**config.mk**
```make
export PLATFORM = sky130hd
export DESIGN_NAME = mux_rr_arbiter
export DESIGN_NICKNAME = d
export VERILOG_FILES = /design/src/rtl/mux_rr_arbiter.sv
export SDC_FILE = /design/constraint.sdc
export NUM_CORES = 1
export LEC_CHECK = 0
export ABC_AREA = 0
export BUFFER_PORTS_ARGS = -buffer_cell sky130_fd_sc_hd__buf_4
export CORE_MARGIN = 2
export CORE_UTILIZATION = 45
export CTS_BUF_LIST = sky130_fd_sc_hd__clkbuf_8
export CTS_CLUSTER_DIAMETER = 60
export DETAILED_ROUTE_END_ITERATION = 12
export PLACE_DENSITY_LB_ADDON = 0.12
export REMOVE_ABC_BUFFERS = 1
export SYNTH_ARGS = -nofsm -noshare
export SYNTH_HDL_FRONTEND = slang
export SYNTH_SLANG_ARGS = --single-unit
```
**constraint.sdc**
```tcl
create_clock -name clk -period 2 [get_ports clk]
set_input_delay 0.3 -clock clk [delete_from_list [all_inputs] [get_ports clk]]
set_output_delay 0.3 -clock clk [all_outputs]
set_load 0.05 [all_outputs]
```
**src/rtl/mux_rr_arbiter.sv**
```systemverilog
// Round-robin arbiter sharing a 4-to-1 operand mux between four requesters,
// delivering beats to one consumer over valid/ready with capped bursts.
module mux_rr_arbiter #(
    parameter int unsigned WIDTH     = 4,
    parameter int unsigned MAX_BURST = 4
) (
    input  logic             clk,
    input  logic             rst,
    input  logic [3:0]       req,
    input  logic [3:0]       last,
    input  logic [WIDTH-1:0] data_a,
    input  logic [WIDTH-1:0] data_b,
    input  logic [WIDTH-1:0] data_c,
    input  logic [WIDTH-1:0] data_d,
    input  logic             out_ready,
    output logic             out_valid,
    output logic [WIDTH-1:0] out_data,
    output logic [1:0]       sel,
    output logic [3:0]       grant,
    output logic [3:0]       ack,
    output logic             busy
);

    localparam int unsigned      CNT_W    = (MAX_BURST > 1) ? $clog2(MAX_BURST) : 1;
    localparam logic [CNT_W-1:0] CNT_LAST = CNT_W'(MAX_BURST - 1);

    typedef enum logic {
        ST_IDLE = 1'b0,
        ST_XFER = 1'b1
    } state_t;

    state_t           r_state;
    state_t           w_state_nxt;
    logic [1:0]       r_sel;
    logic [1:0]       w_sel_nxt;
    logic [1:0]       r_last_winner;
    logic [1:0]       w_last_winner_nxt;
    logic [3:0]       r_grant;
    logic [3:0]       w_grant_nxt;
    logic [CNT_W-1:0] r_beat_cnt;
    logic [CNT_W-1:0] w_beat_cnt_nxt;

    logic             w_found;
    logic [1:0]       w_winner;
    logic [1:0]       w_cand;
    logic [WIDTH-1:0] w_mux;
    logic             w_valid;
    logic             w_hs;

    // Search starts just after the previous winner and ends on it.
    always_comb begin
        w_found  = 1'b0;
        w_winner = r_last_winner;
        w_cand   = r_last_winner;
        for (int unsigned k = 1; k <= 4; k++) begin
            w_cand = r_last_winner + 2'(k);
            if (!w_found && req[w_cand]) begin
                w_found  = 1'b1;
                w_winner = w_cand;
            end
        end
    end

    always_comb begin
        w_mux = '0;
        case (r_sel)
            2'd0:    w_mux = data_a;
            2'd1:    w_mux = data_b;
            2'd2:    w_mux = data_c;
            default: w_mux = data_d;
        endcase
    end

    // A beat presented during reset is aborted, so it can never be handshaken.
    assign w_valid = (r_state == ST_XFER) && req[r_sel] && !rst;
    assign w_hs    = w_valid && out_ready;

    always_comb begin
        w_state_nxt       = r_state;
        w_sel_nxt         = r_sel;
        w_grant_nxt       = r_grant;
        w_last_winner_nxt = r_last_winner;
        w_beat_cnt_nxt    = r_beat_cnt;
        case (r_state)
            ST_IDLE: begin
                if (w_found) begin
                    w_state_nxt       = ST_XFER;
                    w_sel_nxt         = w_winner;
                    w_grant_nxt       = 4'b0001 << w_winner;
                    w_last_winner_nxt = w_winner;
                    w_beat_cnt_nxt    = '0;
                end
            end
            ST_XFER: begin
                if (!req[r_sel]) begin
                    w_state_nxt    = ST_IDLE;
                    w_grant_nxt    = '0;
                    w_beat_cnt_nxt = '0;
                end else if (w_hs) begin
                    if (last[r_sel] || (r_beat_cnt == CNT_LAST)) begin
                        w_state_nxt    = ST_IDLE;
                        w_grant_nxt    = '0;
                        w_beat_cnt_nxt = '0;
                    end else begin
                        w_beat_cnt_nxt = r_beat_cnt + CNT_W'(1);
                    end
                end
            end
        endcase
    end

    always_ff @(posedge clk) begin
        if (rst) begin
            r_state       <= ST_IDLE;
            r_sel         <= '0;
            r_grant       <= '0;
            r_last_winner <= 2'd3;
            r_beat_cnt    <= '0;
        end else begin
            r_state       <= w_state_nxt;
            r_sel         <= w_sel_nxt;
            r_grant       <= w_grant_nxt;
            r_last_winner <= w_last_winner_nxt;
            r_beat_cnt    <= w_beat_cnt_nxt;
        end
    end

    assign busy      = (r_state == ST_XFER);
    assign out_valid = w_valid;
    assign out_data  = w_valid ? w_mux : '0;
    assign sel       = r_sel;
    assign grant     = r_grant;
    assign ack       = r_grant & {4{w_hs}};

endmodule

```
==> results by group, run 1 <==
Floorplanning
  • Die Span Y: 46.1 um
  • Core Region: 1690 sq um
  • Chip width: 46.1 um
  • Row cnt: 15
  • DIE AREA: 2120 sq um
  • Starting Density: 0.472
  • I/O Pins: 43

Critical path
  • CP arrival: 1.66 ns
  • Worst setup path category: flip-flop to output pin
  • CP Max Fanout: 5
  • Worst Setup End Kind: output pin
  • CP Launch Type: flip-flop
  • CP required: 1.70 ns

Final layout
  • Diode count: 0
  • Post-layout nets: 164
  • Fin cells: 152
  • Commonest cells after routing, fill and taps aside: buf_4 (41), nor2b_1 (10), dfxtp_1 (10)
  • Area growth syn-to-layout: 50.9%
  • Share of cells above drive strength 1: 0.437
  • Post-route cell area: 1200 sq um
  • Fillers: 139
  • Final Util: 0.712
  • Commonest non-fill, non-tap cell in the layout: buf_4

Hold path
  • Worst min path class: input port to flip-flop

Clock tree
  • CTS tree: done
  • Clock Latency Late Sink: 0.24 ns
  • Clock sinks: 11
  • Cts bufs inserted: 3
  • Clk slew on worst S/H paths: 0.05 ns
  • Root Buffer: clkbuf_8
  • H-tree depth: 1
  • Maximum root-to-sink buffer count: 2

Global routing
  • First-pass GRT wire length: 3340 um
  • Initial antenna violation count: 0
  • Pin count of the biggest net entering global routing: 18
  • Total grt overflow: 0
  • GRT Util Overall: 0.219
  • Vias in the first global route: 800

Power
  • Power per Cell Area: 681 nW/um^2
  • Total chip power: 819 uW
  • Lkg Pwr: 0.562 nW
  • Maximum VDD drop: 0.000494 V

STA
  • WHS: 0.339 ns
  • Post-layout min period: 1.96 ns
  • Worst Max-Slew Pin Slew: 0.332 ns
  • Tcrit/Tclk final: 0.982
  • Fin. max-slew vios: 0
  • Final Hold Fails: 0
  • Slew headroom: 0.779
  • Worst Slack Setup Final: 0.0363 ns
  • Setup TNS: 0 ns
  • Setup violators final: 0
  • Max Freq: 0.509 GHz
  • Worst Skew: 0.00210 ns

Place
  • GPL Wtd Cong: 0.728
  • DP Wirelength: 1670 um
  • Dpl cells: 146
  • Placed inst area: 1120 sq um
  • Port Buffer Count: 42
  • DP Worst Slack: 0.168 ns

Synth
  • Number of synthesized flops with an enable pin: 0
  • Post-synthesis cell type count: 27
  • Synth Area per Inst: 8.96 sq um
  • Mapped Area: 797 sq um
  • YS warnings: 0
  • Register area share after synthesis: 0.276
  • Post-synth ARST share: 0
  • Post-synth top flop: dfxtp_1
  • Seq cells post-synth: 11
  • Cells after synthesis: 89
  • Top cell type's share of synthesized area: 0.276
  • Top post-synthesis cells by area: dfxtp_1 (28%), mux4_2 (14%), nor2b_1 (7.8%)
  • Cell taking the most area after synthesis: dfxtp_1

Detailed routing
  • First drt pass iteration count: 4
  • DR WL/cell: 14.4 um
  • Via count: 857
  • Post-route DRC violation count: 0
  • DRT iter0 DRCs: 9
  • Via/cell ratio: 5.64
  • Routed Antenna Nets: 0
  • Drt total wl: 2180 um

Flow run
  • Max-cap violations: 0

Status
  • Status: completed
[final cells by class]
cell class / count / area (sq um) / share of cell area
Multi-Input combinational cell: 72 / 549 / 0.457
Timing Repair Buffer: 45 / 353 / 0.293
Sequential cell: 11 / 221 / 0.184
Clock buffer: 3 / 41.3 / 0.0343
Tap cell: 17 / 21.3 / 0.0177
Inverter: 3 / 11.3 / 0.00937
Clock inverter: 1 / 5.00 / 0.00416
[power breakdown]
group	internal [mW]	switching [mW]
Sequential	0.243	0.0202
Clock	0.137	0.0878
Combinational	0.152	0.180
[critical path: stages, from the launching register on]
cell and delay [ns]:
dfxtp_2 0.34, mux4_2 0.53, and2_4 0.21, and3_1 0.19
buf_6 0.16
[metal layers]
metal	GRT usage	up-vias	part of all wire
met1	0.248	403	0.39
met2	0.411	29	0.52
met3	0.0667	2	0.078
li1	-	423	-
met4	0.0229	0	0.0087
met5	0	-	0
[flip-flops by register name, summed over array words and instances (netlist names)]
signal,cells
grant,4
r_beat_cnt,2
r_last_winner,2
sel,2
busy,1
[cells by family (layout without fill, tap and decap cells)]
| group | count (synthesis) | after routing | share of synthesized area |
|---|---|---|---|
| adders and majority gates | 1 | 1 | 0.0157 |
| muxes | 9 | 9 | 0.192 |
| buffers and inverters | 7 | 52 | 0.0534 |
| AOI/OAI and AO/OA | 19 | 19 | 0.163 |
| and+or+nand+nor | 42 | 43 | 0.300 |
| DFF | 11 | 11 | 0.276 |
[path summary, 6_finish.rpt]
kind	start	endpoint	cells after the start	slack (ns)
worst min-delay path	rst	sel[1]$_SDFFE_PP0P_	2	0.34
worst max register to register	sel[1]$_SDFFE_PP0P_	grant[3]$_SDFFE_PP0P_	5	0.27
worst min register to register	r_beat_cnt[1]$_SDFFE_PP0P_	r_beat_cnt[1]$_SDFFE_PP0P_	2	0.49
worst max-delay path	sel[1]$_SDFFE_PP0P_	ack[0]	4	0.04
[cells in the mapped netlist, types with 2 or more instances]
cell type,n
nor2_1,6
o21ai_0,5
o32ai_1,4
buf_6,2
dfxtp_1,11
a21oi_1,4
nor2b_1,10
nand2_1,4
a21o_1,2
mux4_2,5
mux2i_1,4
inv_1,3
nand2b_1,9
and3_1,5
nand3_1,3
[what timing repair did]
action,CTS,global route
hold buffers,0,0
setup buffers,0,1
setup endpoints to repair,5,4
gates cloned,0,1
gates resized for setup,2,4
No activity file was read; power rests on OpenSTA's default activity.
==> inputs of run 2 (changes only) <==
--- a/config.mk
+++ b/config.mk
@@ -12,6 +12,7 @@
 export CTS_BUF_LIST = sky130_fd_sc_hd__clkbuf_8
 export CTS_CLUSTER_DIAMETER = 60
 export DETAILED_ROUTE_END_ITERATION = 12
+export MAX_ROUTING_LAYER = met4
 export PLACE_DENSITY_LB_ADDON = 0.12
 export REMOVE_ABC_BUFFERS = 1
 export SYNTH_ARGS = -nofsm -noshare
==> constraint.sdc (replaced) <==
create_clock -name clk -period 2.25 [get_ports clk]
set_input_delay 0.3375 -clock clk [delete_from_list [all_inputs] [get_ports clk]]
set_output_delay 0.3375 -clock clk [all_outputs]
set_load 0.05 [all_outputs]
==> run 2 against run 1 <==
  * Clock skew about the same
  * Design area decreased by 3.2%
  * Highest routed layer unchanged
  * Register-to-register slack improved by 0.40 ns
  * Via count decreased by 2.3%
  * Combinational power decreased by 16%
  * First-iteration DRC count increased by 56%
  * Die area unchanged
  * Sequential power decreased by 9.5%
  * Critical path depth increased by 1
  * Global-route usage decreased by 0.14 points
  * Largest cell class unchanged
==> results by group, run 2 (synthesis results as in run 1) <==
Power
  • Total chip power: 716 uW
  • Maximum VDD drop: 0.000508 V
  • Lkg Pwr: 0.545 nW
  • Power per Cell Area: 616 nW/um^2

Global routing
  • GRT Util Overall: 0.218
  • Vias in the first global route: 762
  • Pin count of the biggest net entering global routing: 18
  • First-pass GRT wire length: 3180 um
  • Total grt overflow: 0
  • Initial antenna violation count: 0

Critical path
  • Crit path cell chain: mux4_2, and2_4, nand2b_1, nor2b_1, buf_4
  • WP buf/inv: 1
  • CP required: 1.91 ns
  • Critical path's largest stage delay: 0.52 ns
  • Slowest-stage cell, CP: dfxtp_1
  • CP Launch Type: flip-flop
  • CP Max Fanout: 9
  • CP arrival: 1.76 ns
  • Cell family with most CP delay: flip-flops
  • Worst setup path category: flip-flop to output pin
  • Worst Setup End Kind: output pin

Place
  • GPL Wtd Cong: 0.737
  • Placed inst area: 1120 sq um
  • Port Buffer Count: 42
  • DP Worst Slack: 0.351 ns
  • DP Wirelength: 1590 um

STA
  • Fin. max-slew vios: 0
  • Slew headroom: 0.767
  • Unrepaired setup endpoints after global routing: no
  • Setup TNS: 0 ns
  • Worst Skew: 0.00227 ns
  • Worst Slack Setup Final: 0.151 ns
  • Setup violators final: 0
  • Worst Max-Slew Pin Slew: 0.348 ns
  • Max Freq: 0.476 GHz
  • Post-layout min period: 2.10 ns
  • Tcrit/Tclk final: 0.933
  • Final Hold Fails: 0

Detailed routing
  • DR WL/cell: 13.2 um
  • Drt total wl: 1980 um
  • Post-route DRC violation count: 0
  • DRT iter0 DRCs: 14
  • Via count: 837
  • Routed Antenna Nets: 0
  • Via/cell ratio: 5.58
  • First drt pass iteration count: 4

Final layout
  • Commonest cells after routing, fill and taps aside: buf_4 (44), dfxtp_1 (11), nor2b_1 (10)
  • Number of flip-flops under the largest register name: 4
  • Fillers: 153
  • Diode count: 0
  • Share of cells above drive strength 1: 0.414
  • Post-layout nets: 162
  • Area growth syn-to-layout: 46.0%
  • Post-route cell area: 1160 sq um
  • Commonest non-fill, non-tap cell in the layout: buf_4

Clock tree
  • Cts bufs inserted: 3
  • Maximum root-to-sink buffer count: 2
  • Post-cts resize count: 0
  • CTS tree: done
  • Clock sinks: 11
  • Clock Latency Late Sink: 0.24 ns
  • H-tree depth: 1
  • Clk slew on worst S/H paths: 0.05 ns
  • Post-CTS Setup Bufs: 0
  • Root Buffer: clkbuf_8
  • CTS Hold Bufs: 0

Floorplanning
  • DIE AREA: 2120 sq um
  • Chip width: 46.1 um
  • I/O Pins: 43
  • Core Region: 1690 sq um
  • Die Span Y: 46.1 um
  • Starting Density: 0.472
  • Row cnt: 15

Flow run
  • Max-cap violations: 0

Status
  • Status: completed

Hold path
  • Worst min path class: input port to flip-flop
-- run 2: changes by cell type in the layout (fill, tap and decap cells not counted) --
cell	change
nand2b_4	-1
buf_6	-4
nand2b_1	+1
dfxtp_2	-1
and2_2	-1
dfxtp_1	+1
buf_4	+3
-- run 2: stage by stage --
step / hold slack, ns / std cells / util
floorplan: 0.407 / 85 / -
global placement: 0.469 / 146 / 0.661
detailed placement: 0.483 / 146 / 0.661
CTS: 0.365 / 150 / 0.689
global route: 0.388 / 150 / 0.689
finish: 0.370 / 150 / 0.689
-- run 2: final timing paths --
check                                  start  slack, ns                          to  depth (start not counted)
setup / recovery         sel[0]$_SDFFE_PP0P_       0.15                 out_data[1]                          5
hold reg to reg   r_beat_cnt[1]$_SDFFE_PP0P_       0.49  r_beat_cnt[1]$_SDFFE_PP0P_                          2
setup reg to reg         sel[0]$_SDFFE_PP0P_       0.67       grant[2]$_SDFFE_PP0P_                          4
hold / removal                           rst       0.37         sel[1]$_SDFFE_PP0P_                          2
-- run 2: cell type report --
class / count / area, sq um / share of cell area
clock buffer: 3 / 41.3 / 0.0355
clock inverter: 1 / 5.00 / 0.00430
inverter: 3 / 11.3 / 0.00968
multi-input combinational: 71 / 534 / 0.459
sequential: 11 / 220 / 0.189
tap: 17 / 21.3 / 0.0183
timing repair buffer: 44 / 330 / 0.284
-- run 2: power breakdown --
| group | internal, mW | total, mW | leakage (nW) | switching [mW] |
|---|---|---|---|---|
| logic | 0.129 | 0.278 | 0.429 | 0.148 |
| clock network | 0.122 | 0.201 | 0.0255 | 0.0792 |
| registers | 0.215 | 0.238 | 0.0905 | 0.0222 |
-- run 2: routing by layer --
metal	GRT usage	vias to the layer above	wire, um
met5	-	-	0
met4	0.0514	0	12
met3	0.0824	3	170
met2	0.361	35	977
met1	0.247	381	815
li1	-	418	-
==> inputs of run 3 (changes only) <==
--- a/config.mk
+++ b/config.mk
@@ -13,7 +13,7 @@
 export CTS_CLUSTER_DIAMETER = 60
 export DETAILED_ROUTE_END_ITERATION = 12
 export MAX_ROUTING_LAYER = met4
-export PLACE_DENSITY_LB_ADDON = 0.12
+export PLACE_DENSITY = 0.8
 export REMOVE_ABC_BUFFERS = 1
 export SYNTH_ARGS = -nofsm -noshare
 export SYNTH_HDL_FRONTEND = slang
==> run 3 against run 2 <==
  * Clock-buffer cell count unchanged
  * Critical endpoint is now out_data[3]
  * Combinational power about the same
  * Sequential share of layout area about the same
  * Largest cell class unchanged
  * Total power decreased by 0.50%
  * Die area unchanged
  * Clock power about the same
  * Final cell count unchanged
  * Via count decreased by 0.36%
  * Worst setup slack got worse by 0.0043 ns
  * Global-route usage decreased by 1.1 points
==> results by group, run 3 (synthesis results as in run 1) <==
Status
  • Status: completed

STA
  • Worst Max-Slew Pin Slew: 0.362 ns
  • Slew headroom: 0.759
  • WHS: 0.376 ns
  • Setup violators final: 0
  • Unrepaired setup endpoints after global routing: no
  • Max Freq: 0.476 GHz
  • Final Hold Fails: 0
  • Post-layout min period: 2.10 ns
  • Tcrit/Tclk final: 0.935
  • Fin. max-slew vios: 0
  • Worst Skew: 0.00109 ns

Detailed routing
  • DR WL/cell: 13.6 um
  • Routed Antenna Nets: 0
  • Via count: 834
  • Highest metal used: met4
  • DR WL met3: 228 um
  • First drt pass iteration count: 4
  • Met2 routed WL: 970 um
  • Drt total wl: 2040 um
  • Post-route DRC violation count: 0
  • DRT iter0 DRCs: 15
  • Met1 wire length: 823 um
  • Via/cell ratio: 5.56

Final layout
  • Share of cells above drive strength 1: 0.406
  • Number of flip-flops under the largest register name: 4
  • Fillers: 136
  • Diode count: 0
  • Commonest non-fill, non-tap cell in the layout: buf_4
  • Commonest cells after routing, fill and taps aside: buf_4 (44), dfxtp_1 (11), nor2b_1 (10)
  • Area growth syn-to-layout: 45.8%
  • Final Util: 0.688
  • Post-layout nets: 162

Flow run
  • Max-cap violations: 0

Power
  • Maximum VDD drop: 0.000396 V
  • Part of the power in registers: 0.333
  • Lkg Pwr: 0.546 nW
  • Clock share of power: 0.277
  • Power per Cell Area: 613 nW/um^2
  • NetSw: 248 uW
  • Switch share: 0.348
  • Combinational power share: 0.390
  • Pint: 465 uW

Hold path
  • Worst min path class: input port to flip-flop

Critical path
  • Crit path cell chain: mux4_2, and2_4, nand2b_1, nor2b_1, buf_4
  • CP required: 1.91 ns
  • Worst setup path category: flip-flop to output pin
  • CP arrival: 1.77 ns
  • CP Launch Type: flip-flop
  • Worst Setup End Kind: output pin
  • Slowest-stage cell, CP: dfxtp_1
  • Critical path's largest stage delay: 0.53 ns
  • WP buf/inv: 1
  • Cell family with most CP delay: flip-flops
  • CP Max Fanout: 9

Clock tree
  • CTS Hold Bufs: 0
  • Post-cts resize count: 0
  • Clock Latency Late Sink: 0.24 ns
  • Post-CTS Setup Bufs: 0
  • Cts bufs inserted: 3
  • H-tree depth: 1
  • Root Buffer: clkbuf_8
  • Clock sinks: 11
  • CTS tree: done
  • Clk slew on worst S/H paths: 0.05 ns
  • Maximum root-to-sink buffer count: 2

Floorplanning
  • Row cnt: 15
  • Core Region: 1690 sq um
  • DIE AREA: 2120 sq um
  • Die Span Y: 46.1 um
  • Chip width: 46.1 um
  • Starting Density: 0.472
  • I/O Pins: 43

Global routing
  • Vias in the first global route: 739
  • GRT Util Overall: 0.207
  • Pin count of the biggest net entering global routing: 18
  • First-pass GRT wire length: 3110 um
  • Initial antenna violation count: 0
  • Total grt overflow: 0

Place
  • Port Buffer Count: 42
  • DP Wirelength: 1600 um
  • GPL Wtd Cong: 0.870
## run 3: cell types whose count changed in the layout (fill, tap and decap cells not counted)
cell      change
clkinv_2      -1
inv_1         +1
## run 3: path summary, 6_finish.rpt
| check | slack (ns) | endpoint | depth (start not counted) | from |
|---|---|---|---|---|
| hold / removal | 0.38 | sel[1]$_SDFFE_PP0P_ | 2 | rst |
| hold reg to reg | 0.49 | grant[2]$_SDFFE_PP0P_ | 2 | grant[2]$_SDFFE_PP0P_ |
| setup / recovery | 0.15 | out_data[3] | 5 | sel[0]$_SDFFE_PP0P_ |
| setup reg to reg | 0.64 | grant[3]$_SDFFE_PP0P_ | 4 | sel[0]$_SDFFE_PP0P_ |
## run 3: per-stage QoR
step           cell area (sq um)  total power, mW  setup TNS, ns  setup slack [ns]  cells
2_1_floorplan                766            0.421          -1.15            -0.288     85
3_3_place_gp                1120            0.516              0             0.384    146
3_5_place_dp                1120            0.519              0             0.359    146
4_1_cts                     1160            0.715              0             0.118    150
5_1_grt                     1160            0.747              0            0.0141    150
6_report                    1160            0.713              0             0.147    150
## run 3: power by group through the flow
| stage | Sequential, mW | Combinational (mW) | Clock [mW] |
|---|---|---|---|
| after floorplan | 0.288 | 0.133 | 0 |
| after global placement | 0.241 | 0.275 | 0 |
| after detailed placement | 0.242 | 0.278 | 0 |
| after CTS | 0.238 | 0.279 | 0.198 |
| after global routing | 0.242 | 0.298 | 0.207 |
| final | 0.237 | 0.278 | 0.198 |
## run 3: final cells by class
class / instances / area, sq um / area share
Multi-Input combinational cell: 71 / 534 / 0.460
Timing Repair Buffer: 44 / 330 / 0.284
Sequential cell: 11 / 220 / 0.189
Clock buffer: 3 / 41.3 / 0.0355
Tap cell: 17 / 21.3 / 0.0183
Inverter: 3 / 11.3 / 0.00969
Clock inverter: 1 / 3.75 / 0.00323
## run 3: layer usage
| metal | up-vias | track usage |
|---|---|---|
| met4 | 0 | 0.0686 |
| met5 | - | - |
| met3 | 2 | 0.0588 |
| met1 | 381 | 0.231 |
| met2 | 36 | 0.350 |
| li1 | 415 | - |
## run 3: worst register-to-register path: cells and delay by family, from the launching register on
kind             cells  cell delay (ns)
flip-flops           1             0.53
AND/OR/NAND/NOR      1             0.21
AO/OA/AOI/OAI        2             0.37
multiplexers         1             0.38
